File: src/rtl/cache_pkg.sv
// rtl/cache_pkg.sv - Shared types, constants and address helpers for the cache writeback path.
package cache_pkg;

    typedef enum logic [1:0] {
        ST_IDLE  = 2'd0,
        ST_WRITE = 2'd1,
        ST_DONE  = 2'd2
    } wb_state_t;

    localparam int BEAT_WIDTH = 64;

    function automatic int burst_size(input int offset_bits);
        return (2 ** offset_bits) / (BEAT_WIDTH / 8);
    endfunction

    function automatic logic [31:0] line_address(input logic [31:0] tag_v,
                                                 input logic [31:0] index_v,
                                                 input int          index_bits,
                                                 input int          offset_bits);
        return (tag_v << (index_bits + offset_bits)) | (index_v << offset_bits);
    endfunction

endpackage

File: src/rtl/writeback_lane_buffer.sv
// rtl/writeback_lane_buffer.sv - Snapshot register for the victim lane with beat and bypass-word muxes.
// WRITEBACK_BYPASS_EN adds the 32-bit word read port.
module writeback_lane_buffer
    import cache_pkg::*;
#(
    parameter int LANE_W = 512,
    parameter int SEL_W  = 3
`ifdef WRITEBACK_BYPASS_EN
    ,
    parameter int OFF_W  = 6
`endif
) (
    input  logic                  i_clk,
    input  logic                  i_load,
    input  logic [LANE_W-1:0]     i_lane,
    input  logic [SEL_W-1:0]      i_beat_sel,
    output logic [BEAT_WIDTH-1:0] o_beat_data
`ifdef WRITEBACK_BYPASS_EN
    ,
    input  logic [OFF_W-1:0]      i_byte_off,
    output logic [31:0]           o_word_data
`endif
);

    // Data-only storage: contents are meaningless until the first load.
    logic [LANE_W-1:0] r_lane;

    always_ff @(posedge i_clk) begin
        if (i_load) begin
            r_lane <= i_lane;
        end
    end

    assign o_beat_data = r_lane[BEAT_WIDTH*int'(i_beat_sel) +: BEAT_WIDTH];

`ifdef WRITEBACK_BYPASS_EN
    // Word-aligned: the low two byte-offset bits are dropped by the shift.
    assign o_word_data = r_lane[32*int'(i_byte_off >> 2) +: 32];
`endif

endmodule

File: src/rtl/data_cache_writeback.sv
// rtl/data_cache_writeback.sv - Avalon-MM burst-write engine evicting one dirty cache lane.
// Optional WRITEBACK_BYPASS_EN adds a tag/index matched read port into the evicting lane.
module data_cache_writeback
    import cache_pkg::*;
#(
    parameter int bits_for_index   = 6,
    parameter int bits_for_offset  = 6,
    parameter int bits_for_tag     = 32 - bits_for_index - bits_for_offset,
    parameter int single_lane_size = 8 * (2 ** bits_for_offset)
) (
    input  logic                        clock,
    input  logic                        reset,
    output logic [31:0]                 memory_address,
    output logic                        memory_write,
    output logic [63:0]                 memory_writedata,
    output logic [7:0]                  memory_byteenable,
    output logic [3:0]                  memory_burstcount,
    input  logic                        memory_waitrequest,
    input  logic [bits_for_tag-1:0]     tag,
    input  logic [bits_for_index-1:0]   index,
    input  logic [single_lane_size-1:0] lane_to_memory,
    input  logic                        start_transfer,
`ifdef WRITEBACK_BYPASS_EN
    input  logic [bits_for_tag-1:0]     bypass_tag,
    input  logic [bits_for_index-1:0]   bypass_index,
    input  logic [bits_for_offset-1:0]  bypass_offset,
    output logic [31:0]                 bypass_data,
    output logic                        bypass_hit,
`endif
    output logic                        busy,
    output logic                        data_done
);

    localparam int                 BURST     = burst_size(bits_for_offset);
    localparam int                 CNT_W     = bits_for_offset - 3;
    localparam logic [CNT_W-1:0]   LAST_BEAT = CNT_W'(BURST - 1);

    wb_state_t                 r_state;
    logic [CNT_W-1:0]          r_count;
    logic [bits_for_tag-1:0]   r_tag;
    logic [bits_for_index-1:0] r_index;
    logic                      r_write;
    logic                      r_busy;
    logic                      r_done;
    logic                      w_load;
    logic                      w_accept;

    assign w_load   = (r_state == ST_IDLE) && start_transfer;
    assign w_accept = r_write && !memory_waitrequest;

    always_ff @(posedge clock or posedge reset) begin
        if (reset) begin
            r_state <= ST_IDLE;
            r_count <= '0;
            r_tag   <= '0;
            r_index <= '0;
            r_write <= 1'b0;
            r_busy  <= 1'b0;
            r_done  <= 1'b0;
        end else begin
            case (r_state)
                ST_IDLE: begin
                    if (start_transfer) begin
                        r_tag   <= tag;
                        r_index <= index;
                        r_count <= '0;
                        r_write <= 1'b1;
                        r_busy  <= 1'b1;
                        r_state <= ST_WRITE;
                    end
                end
                ST_WRITE: begin
                    if (w_accept) begin
                        if (r_count == LAST_BEAT) begin
                            r_write <= 1'b0;
                            r_done  <= 1'b1;
                            r_state <= ST_DONE;
                        end else begin
                            r_count <= r_count + 1'b1;
                        end
                    end
                end
                ST_DONE: begin
                    r_done  <= 1'b0;
                    r_busy  <= 1'b0;
                    r_state <= ST_IDLE;
                end
                default: begin
                    r_write <= 1'b0;
                    r_busy  <= 1'b0;
                    r_done  <= 1'b0;
                    r_state <= ST_IDLE;
                end
            endcase
        end
    end

    assign memory_address    = line_address(32'(r_tag), 32'(r_index), bits_for_index, bits_for_offset);
    assign memory_write      = r_write;
    assign memory_byteenable = 8'hFF;
    assign memory_burstcount = 4'(BURST);
    assign busy              = r_busy;
    assign data_done         = r_done;

    writeback_lane_buffer #(
        .LANE_W (single_lane_size),
        .SEL_W  (CNT_W)
`ifdef WRITEBACK_BYPASS_EN
        ,
        .OFF_W  (bits_for_offset)
`endif
    ) u_lane_buffer (
        .i_clk       (clock),
        .i_load      (w_load),
        .i_lane      (lane_to_memory),
        .i_beat_sel  (r_count),
        .o_beat_data (memory_writedata)
`ifdef WRITEBACK_BYPASS_EN
        ,
        .i_byte_off  (bypass_offset),
        .o_word_data (bypass_data)
`endif
    );

`ifdef WRITEBACK_BYPASS_EN
    assign bypass_hit = r_busy && (bypass_tag == r_tag) && (bypass_index == r_index);
`endif

endmodule

File: config.mk
export PLATFORM = sky130hd
export DESIGN_NAME = data_cache_writeback
export DESIGN_NICKNAME = d
export VERILOG_FILES = /design/src/rtl/cache_pkg.sv /design/src/rtl/writeback_lane_buffer.sv /design/src/rtl/data_cache_writeback.sv
export SDC_FILE = /design/constraint.sdc
export NUM_CORES = 1
export LEC_CHECK = 0
export CAP_MARGIN = 10
export CORE_AREA = 2 2 253 255
export DETAILED_ROUTE_END_ITERATION = 6
export DIE_AREA = 0 0 255 257
export GPL_TIMING_DRIVEN = 0
export SYNTH_ARGS = -nofsm -noshare
export SYNTH_HDL_FRONTEND = slang
export SYNTH_SLANG_ARGS = --single-unit
File: constraint.sdc
create_clock -name clock -period 8.4 [get_ports clock]
set_input_delay 1.68 -clock clock [delete_from_list [all_inputs] [get_ports clock]]
set_output_delay 1.68 -clock clock [all_outputs]
set_load 0.005 [all_outputs]
# Yosys cells after proc, flatten, opt, wreduce, memory -nomap -nowiden
# Cells that the tools add are included.
# classes
n_addsub	1
multipliers	0
div	0
magnitude_cmp	0
eq_ne	7
n_shift	1
muxes	16
bitwise_logic	4
reduce_logical	11
# ops
operator	n
512-bit by 10-bit variable part select with 64-bit output	1
32-bit by 12-bit bitwise OR with 32-bit output	1
3-bit two-way mux	3
2-bit inequality test, second input constant	4
4-bit AND reduction	2
2-bit two-way mux	3
3-bit one-hot mux with 2 select lines	1
3-bit AND reduction	2
1-bit two-way mux	5
1-bit one-hot mux with 2 select lines	2
2-bit one-hot mux with 2 select lines	1
2-bit AND reduction	2
3-bit by 1-bit adder with 3-bit output, second input constant	1
3-bit equality test, second input constant	1
1-bit NOT	3
1-bit one-hot mux with 3 select lines	1
2-bit by 1-bit equality test with 1-bit output, second input constant	1
2-bit equality test, second input constant	1
1-bit logical AND	2
2-bit logical NOT	1
2-bit nonzero test	1
1-bit logical NOT	1
# word_totals
register_bits	546
latch_bits	0
mem_bits_rw	0
romBits	0
input_bits	542
output_inout_bits	111
word_cells	48
memories	0

# Longest topological paths before layout
# depth
ltp_word	4
depth_mapped	5
depth_no_buf	5

# Cells and area by module
# From an unflattened synthesis, not the netlist that was laid out.
# unflattened
cells_unflattened	850
area_unflattened_um2	20728.6
# modules_own_cells
mod	n_inst	cells_per_inst	area_each_um2	seq_area_each_um2
writeback_lane_buffer	1	739	19207.2	15374.7
data_cache_writeback	1	111	1521.5	850.8

# Worst setup path before layout
# OpenSTA, ideal clock, no wires.
# synth_timing
path_type	input -> register
from	input start_transfer
to	register r_index[1]
setup_ps	97
arrival_time_ps	8885
required_time_ps	8303
path_slack_ps	-581
path_stages	4
cell_sequence	inv_1 nor3_4 buf_2 mux2_2
# synth_between
elab_chain_len	1
# synth_lines
item	line	text
start, declared	data_cache_writeback.sv:22	input logic start_transfer,
2-bit AND reduction (no line)	--	
end signal, assigned	data_cache_writeback.sv:65	r_index <= index;
end, declared	data_cache_writeback.sv:41	logic [bits_for_index-1:0] r_index;
# No other way between the ends.
# A chain may end at the register's enable or synchronous reset.

# Worst setup path in the final report
# layout_timing
from	register r_count[1]
to	output memory_writedata[55]
# layout_between
elab_chain_len	1
# layout_lines
item	line	text
start, declared	data_cache_writeback.sv:39	logic [CNT_W-1:0] r_count;
start signal, assigned	data_cache_writeback.sv:79	r_count <= r_count + 1'b1;
512-bit by 10-bit variable part select with 64-bit output	writeback_lane_buffer.sv:34	assign o_beat_data = r_lane[BEAT_WIDTH*int'(i_beat_sel) +: BEAT_WIDTH];
end, declared	data_cache_writeback.sv:15	output logic [63:0] memory_writedata,
# No other way between the ends.

==> run_results.csv <==
group,metric,value,unit
outcome,status,"finished clean",
route,firstDrtPassIters,5,
power,p_total,8.764,mW
floorplan,die_w,255,microns
global_route,grt_max_degree,122,
layout,area_delta_synth_final,46.02,%
power,seq_power_share,39.3,%
min_path,holdCritPathClass,"reg2reg",
power,power.leakage,9.962,nW
sta,grt_setup_unrepaired,"no",
route,vias_per_cell,4.535,
logic_synthesis,yosysTopAreaCellShare,74.29,%
route,wirelength,58.70,mm
global_route,grt_pass1_wl,82.97,mm
global_route,grt.total_usage,17.70,%
sta,slew_violations,0,
job,maxCapViolations,0,
global_route,grt_pass1_vias,12485,
power,power_switching,2.289,mW
route,route.detailed.drc,0,
clock_tree,cts_hold_buf,0,
clock_tree,cts_buffers,58,
logic_synthesis,synth_common_cells,"edfxtp_1 (512), mux4_2 (128), mux2_2 (80)",
logic_synthesis,ys.flop_type,"edfxtp_1",
sta,slew_headroom,30.37,%
sta,setup-tns-final,0,ns
place,port_buffers,634,
floorplan,core_area,62740,sq um
power,max-vdd-ir-drop,0.1591,mV
route,wl_per_cell,23.72,microns
logic_synthesis,yosysTopAreaCell,"edfxtp_1",
sta,fin_crit,5.142,ns
power,internal_power,6.475,mW
place,gp_congestion,0.7851,
power,pwr-share-clk,29.2,%
clock_tree,h-tree-depth,2,
worst_setup_path,r2r-start,"r_state[0]",
layout,nets,2109,
clock_tree,clk_latency,0.61,ns
worst_setup_path,setup.worst_path.start_class,"flip-flop",
sta,setup_viol,0,
layout,nFillCells,5262,
global_route,antenna_found_initial,22,
logic_synthesis,synthDistinctLibCells,29,
clock_tree,clockBufferDepth,3,
route,drt_iter0_drc,673,
global_route,grt.overflow.total,0,
worst_setup_path,crit_path_start,"r_count[1]",
clock_tree,clk_pin_slew,0.06,ns
layout,drive_gt1_share,20.60,%
sta,post-route-period-util,61.21,%
logic_synthesis,synth_edf_count,512,
power,p_comb_share,31.5,%
logic_synthesis,yosysWarnings,0,
sta,fin_skew,0.01924,ns
route,vias,11224,
power,pwr_density_cell,290.0,nW/um^2
worst_setup_path,required,6.72,ns
power,swShare,26.12,%
logic_synthesis,async_reset_ff_share,6.227,%
floorplan,start_util,32.99,%
floorplan,die_h,257,microns
clock_tree,post_cts_resized,0,
logic_synthesis,synth_area,20690,sq um
floorplan,rows,92,
clock_tree,root_buffer,"clkbuf_16",
logic_synthesis,yosysSeqAreaShare,78.40,%
clock_tree,clock-sinks,546,
logic_synthesis,synth_area_per_cell,24.32,sq um
worst_setup_path,crit_arrival,3.46,ns
worst_setup_path,cp-end-kind,"output pin",
place,dp_hpwl,43.15,mm
floorplan,boundaryPins,653,
clock_tree,cts_tree,"done",
logic_synthesis,yosysMostFrequentCell,"edfxtp_1",
sta,max_freq,0.1945,GHz
worst_setup_path,critPathMaxFanout,10,
logic_synthesis,synth_cells,851,
min_path,hp-start,"r_tag[13]",
floorplan,dieArea,65540,sq um
logic_synthesis,ys_seq_elements,546,
logic_synthesis,synthTopCellsByArea,"edfxtp_1 (74%), mux4_2 (14%), mux2_2 (4.4%)",
clock_tree,cts_setup_buffers,0,
worst_setup_path,crit_type,"reg2out",
sta,worst_pin_slew,1.044,ns
route,ant_nets,0,
sta,finalHoldViolCount,0,
[metrics by stage]
stage               worst slack, ns  hold WS (ns)  utilization (%)  cell area (sq um)  instances
global route                  2.931        0.4947            48.16              30210       2472
finish                        3.258        0.4825            48.17              30220       2475
detailed placement            3.302        0.4740            45.08              28280       2351
CTS                           2.977        0.4869            48.10              30180       2458
global placement           -0.02263        0.4697            44.89              28160       2347
floorplan                     2.238        0.4828                -              20760        867
[state kept, by name, indices dropped and copies added, names as in the netlist]
register,cells
r_tag,20
u_lane_buffer.r_lane,512
r_count,3
data_done,1
memory_write,1
busy,1
r_state,2
r_index,6
[power groups by stage]
stage	clock (mW)	combinational, mW	sequential, mW
3_5_place_dp	0	2.83	3.50
4_1_cts	2.63	2.85	3.45
2_1_floorplan	0	1.42	3.50
3_3_place_gp	0	2.80	3.54
6_report	2.56	2.76	3.44
5_1_grt	2.74	2.97	3.47
[routing by layer]
layer	track usage, %	up-vias	share of wire (%)
met3	5.058	96	7.3
met2	31.88	434	54
met1	19.70	5667	36
met5	0	-	0.17
li1	-	5013	-
met4	6.514	14	2.5
[placed cells by master (no fill, tap or decap), types with 3 or more instances in the layout]
cell type	n
buf_2	6
clkbuf_16	58
buf_6	10
mux2_1	10
bufinv_16	8
edfxtp_1	512
dfrtp_1	34
conb_1	18
mux2_2	80
mux4_2	128
clkinv_1	10
inv_6	3
diode_2	17
clkinv_2	9
clkdlybuf4s50_1	634
buf_16	4
clkinvlp_4	3
buf_1	4
clkbuf_1	34
buf_4	18
nor2_1	4
[worst max-delay path, stage by stage, from the launching register on]
cell,delay [ns]
dfrtp_1,0.41
clkbuf_1,0.67
buf_1,0.84
mux2_2,0.43
clkdlybuf4s50_1,0.50
[kinds of logic after synthesis]
group	after synthesis	share of synthesized area [%]
AO/OA/AOI/OAI	8	0.3325
multiplexers	218	18.83
other	2	0.03629
buffers and inverters	61	1.838
flip-flops	546	78.40
adder cells (fa/ha/maj)	2	0.1209
AND/OR/NAND/NOR	14	0.4413
[cell type report]
type / count / area (sq um) / share of cell area [%]
Inverter: 3 / 11.26 / 0.03727
Clock buffer: 73 / 1508 / 4.989
Buffer: 58 / 379.1 / 1.255
Multi-Input combinational cell: 260 / 4149 / 13.73
Clock inverter: 34 / 387.9 / 1.284
Antenna cell: 17 / 42.54 / 0.1408
Timing Repair Buffer: 638 / 6456 / 21.37
Sequential cell: 546 / 16230 / 53.70
Tap cell: 846 / 1059 / 3.503
[worst paths after layout]
kind	endpoint	slack, ns	cells past startpoint
max	memory_writedata[55]	3.26	4
max in group asynchronous	r_tag[17]	6.30	2
min in group asynchronous	r_index[0]	1.58	2
min reg2reg	r_tag[13]	0.48	1
min	r_tag[13]	0.48	1
max reg2reg	r_tag[0]	5.01	6
(Power assumes the default switching activity.)
==> patch 1 (same settings) <==
Reset style: synchronous (`reset`), changed in one clocked block.
--- a/src/rtl/data_cache_writeback.sv
+++ b/src/rtl/data_cache_writeback.sv
@@ -48,7 +48,7 @@
     assign w_load   = (r_state == ST_IDLE) && start_transfer;
     assign w_accept = r_write && !memory_waitrequest;
 
-    always_ff @(posedge clock or posedge reset) begin
+    always_ff @(posedge clock) begin
         if (reset) begin
             r_state <= ST_IDLE;
             r_count <= '0;
Behaviour: differs if reset is asserted again (counterexample within 4 cycles, from zero or initial values and one cycle with reset high); with reset held inactive, the same outputs for 4 cycles.
==> patch 1 against the original RTL <==
Non-clock buffer count up 6. Critical path type unchanged. Wire length up 1.4%. Area after synthesis down 0.41%. Sequential cell count unchanged. Cell area about the same. Largest cell class unchanged. Worst setup slack worse by 0.11 ns. Core utilization about the same.
Power is not compared: it rests on default switching activity, and its combinational part moved more than twofold at a synthesized area within 25%.
==> patch 1: results (changes against the original RTL) <==
status: "finished, final reports clean"
slowest_delay_ns: 0.83
vias_per_cell: 4.58  # +0.96%
synth_warnings: 0  # unchanged
leakagePower_nw: 9.99
vdd_drop_max_uv: 175
htreeDepth: 2  # unchanged
cts_resized: 0  # unchanged
post_cts_buffers: 0  # unchanged
nNetsFinal: 2174  # +3.1%
async_flop_share_pct: 0  # -6.2 points
largestRegisters: "u_lane_buffer.r_lane x512, r_tag x20, r_index x6"
place_worst_setup_slack_ns: 3.27  # -0.0287 ns
firstDrtPassIters: 5  # unchanged
crit_family: "buffers and inverters"
cp_slowest_cell: "clkbuf_1"
fin_cells: 2532  # +2.3%
drtIter0Drc: 781  # +16%
clk_transition_reported_paths_ns: 0.06  # about the same
grt_pass1_vias: 12600  # +1.1%
cp.arrival_ns: 3.57  # +0.11 ns
netlist_instances: 916  # +7.6%
port_buffers: 633  # -0.16%
relSlewSlack_pct: 31.7  # +1.3 points
insertion_delay_ns: 0.60
cts_buffers: 59  # +1.7%
drive_gt1_share_pct: 19.3  # -1.3 points
ys_seq_area_share_pct: 77.9  # -0.51 points
ctsHoldBuffers: 0  # unchanged
hp-class: "reg -> reg"
synth_edf_count: 512  # unchanged
post-place-cells: 2415  # +2.7%
grt_use_total_pct: 17.9  # +0.22 points
drt-total-wl_um: 59500  # +1.4%
clock-root-buffer: "clkbuf_16"
grt_pass1_wl_um: 84000  # +1.3%
synth_cell_type_count: 30  # +3.4%
dp_hpwl_um: 44200  # +2.3%
synth.cells.most_frequent: "512 x edfxtp_1, 128 x mux4_2, 64 x mux2_2"
place.gp.congestion: 0.818  # +4.2%
worstPathMaxFanout: 10  # unchanged
antenna_found_initial: 13  # -41%
cts_max_path_buffers: 3  # unchanged
synth_area_leaders: "edfxtp_1 75%, mux4_2 14%, mux2_2 3.5%, dfxtp_1 3.3%, nand2_1 1.0%"
grt_max_degree: 131  # +7.4%
fin_skew_ns: 0.0129  # -0.00637 ns
patch 1: stage by stage:
step | total power [mW] | cell area [um^2]
finish | 6.47 | 30200
global route | 6.71 | 30200
CTS | 6.56 | 30200
detailed placement | 3.85 | 28200
global placement | 3.86 | 28100
floorplan | 3.47 | 20700
patch 1: where the power goes:
group | switching [mW] | internal, mW
clock | 1.07 | 1.61
combinational | 0.194 | 0.371
sequential | 0.0456 | 3.18
patch 1: logic make-up after synthesis:
logic type,after synthesis,synth area share [%]
other cells,2,0.0364
compound gates,34,0.880
simple gates,73,1.59
flops,546,77.9
buf+inv,67,1.99
fa+ha+maj,2,0.121
mux,192,17.5
patch 1: worst paths after layout:
check             startpoint                   endpoint  slack (ns)  cells past startpoint
setup reg to reg  r_state[0]  u_lane_buffer.r_lane[324]        5.00                      7
hold reg to reg     r_tag[1]                   r_tag[1]        0.45                      2
setup / recovery  r_count[1]       memory_writedata[26]        3.15                      4
hold / removal      r_tag[1]                   r_tag[1]        0.45                      2
patch 1: routing by layer:
| layer | part of all wire, % | track usage [%] | vias to the layer above | wire length [um] |
|---|---|---|---|---|
| met5 | 0.15 | 0 | - | 87 |
| met3 | 8.2 | 5.39 | 91 | 4890 |
| li1 | - | - | 5202 | - |
| met4 | 2.2 | 5.05 | 12 | 1280 |
| met1 | 37 | 20.5 | 5831 | 21800 |
| met2 | 53 | 32.1 | 457 | 31400 |
patch 1: final cells by class:
type / count / area [um^2]
Timing Repair Buffer: 637 / 6450
Sequential cell: 546 / 16100
Inverter: 2 / 7.51
Tap cell: 846 / 1060
Fill cell: 5263 / 32500
Multi-Input combinational cell: 319 / 4210
Antenna cell: 8 / 20.0
Buffer: 65 / 410
Clock buffer: 69 / 1540
Clock inverter: 40 / 474
patch 1: worst register-to-register path, cell delays in order (launching register included):
cell,delay (ns)
dfxtp_1,0.29
buf_2,0.16
or3b_1,0.38
buf_2,0.22
inv_2,0.21
buf_8,0.46
buf_16,0.51
buf_16,0.60
==> patch 2 (same settings) <==
Without the edit above. The option `WRITEBACK_BYPASS_EN` is turned on by a define.
--- a/src/rtl/writeback_lane_buffer.sv
+++ b/src/rtl/writeback_lane_buffer.sv
@@ -1,5 +1,7 @@
 // rtl/writeback_lane_buffer.sv - Snapshot register for the victim lane with beat and bypass-word muxes.
 // WRITEBACK_BYPASS_EN adds the 32-bit word read port.
+`define WRITEBACK_BYPASS_EN
+
 module writeback_lane_buffer
     import cache_pkg::*;
 #(
Ports: changed (5 added); port bits go from 653 to 718. The function was not compared with the original's and may differ.
==> patch 2 against the original RTL <==
Wire length is 67% higher. Sequential cell count is the same. Worst setup slack worse by 1.3 ns. Power up 19%. Area after synthesis increased by 19%. Cell area is 16% higher. Core utilization grew 7.9 points. Die area stayed put.
==> patch 2: results (changes against the original RTL) <==
use_met2_pct: 51.0  # +19 points
wire_per_inst_um: 32.8  # +38%
port_buffers: 695  # +9.6%
antenna_found_initial: 41  # +86%
ys_seq_area_share_pct: 65.8  # -13 points
drt-total-wl_um: 98000  # +67%
place.gp.congestion: 0.851  # +8.4%
cts_buffers: 59  # +1.7%
grt_max_degree: 134  # +9.8%
cp_slowest_cell: "clkbuf_1"
use_met3_pct: 7.33  # +2.3 points
vdd_drop_max_uv: 170  # +7.1%
grt_use_met1_pct: 36.4  # +17 points
wl_met1_um: 36200  # +71%
wl_met2_um: 50400  # +59%
synth_adder_area_share_pct: 0.101  # -0.020 points
grt_pass1_wl_um: 133000  # +60%
placed_area_mm2: 0.0329  # +16%
fin_skew_ns: 0.0280  # +0.00878 ns
r2r_setup_slack_ns: 4.69  # -0.32 ns
dr_wl_met3_um: 8630  # +100%
firstDrtPassIters: 7  # +2
nNetsFinal: 2648  # +26%
status: "finished, final reports clean"
grt_use_total_pct: 29.5  # +12 points
post-place-cells: 2855  # +21%
## patch 2: cells by family after synthesis
family | count (synthesis)
compound gates | 70
flops | 546
mux | 285
xor+xnor | 26
buf+inv | 113
simple gates | 249
fa+ha+maj | 2
other cells | 2
## patch 2: stage by stage
| step | util [%] | hold WS (ns) | total power, mW | worst slack, ns |
|---|---|---|---|---|
| floorplan | - | 0.530 | 5.63 | 2.20 |
| global placement | 52.2 | 0.538 | 7.53 | 0.128 |
| detailed placement | 52.4 | 0.542 | 7.51 | 1.87 |
| CTS | 55.9 | 0.558 | 10.5 | 1.86 |
| global route | 56.1 | 0.574 | 10.8 | 1.92 |
| finish | 56.1 | 0.558 | 10.4 | 1.96 |
## patch 2: area by class of cell
type	instances	area, um^2
fillers	4913	27600
flip-flops and latches	546	16200
multi-input cells	650	7910
repair buffers	702	7120
clock buffers	72	1620
well taps	846	1060
plain buffers	107	588
clock inverters	39	582
diodes	19	47.5
inverters	6	22.5
## patch 2: worst max-delay path: cells and delay by family
kind                   cells  cell delay [ns]
AOI/OAI and AO/OA          1             0.29
and+or+nand+nor            2             0.72
buffers and inverters      3             2.05
## patch 2: where the power goes
part           internal, mW  switching [mW]
clock network          1.83            1.11
logic                  1.92            1.74
registers              3.52           0.274
total                  7.27            3.12
## patch 2: worst paths after layout
kind | start | to | cells past startpoint
worst min-delay path | r_index[5] | r_index[5] | 1
worst min register to register | r_index[5] | r_index[5] | 1
min in group asynchronous | reset | r_index[2] | 2
max in group asynchronous | reset | r_count[1] | 3
worst max register to register | r_state[0] | u_lane_buffer.r_lane[496] | 6
worst max-delay path | bypass_offset[4] | bypass_data[23] | 6
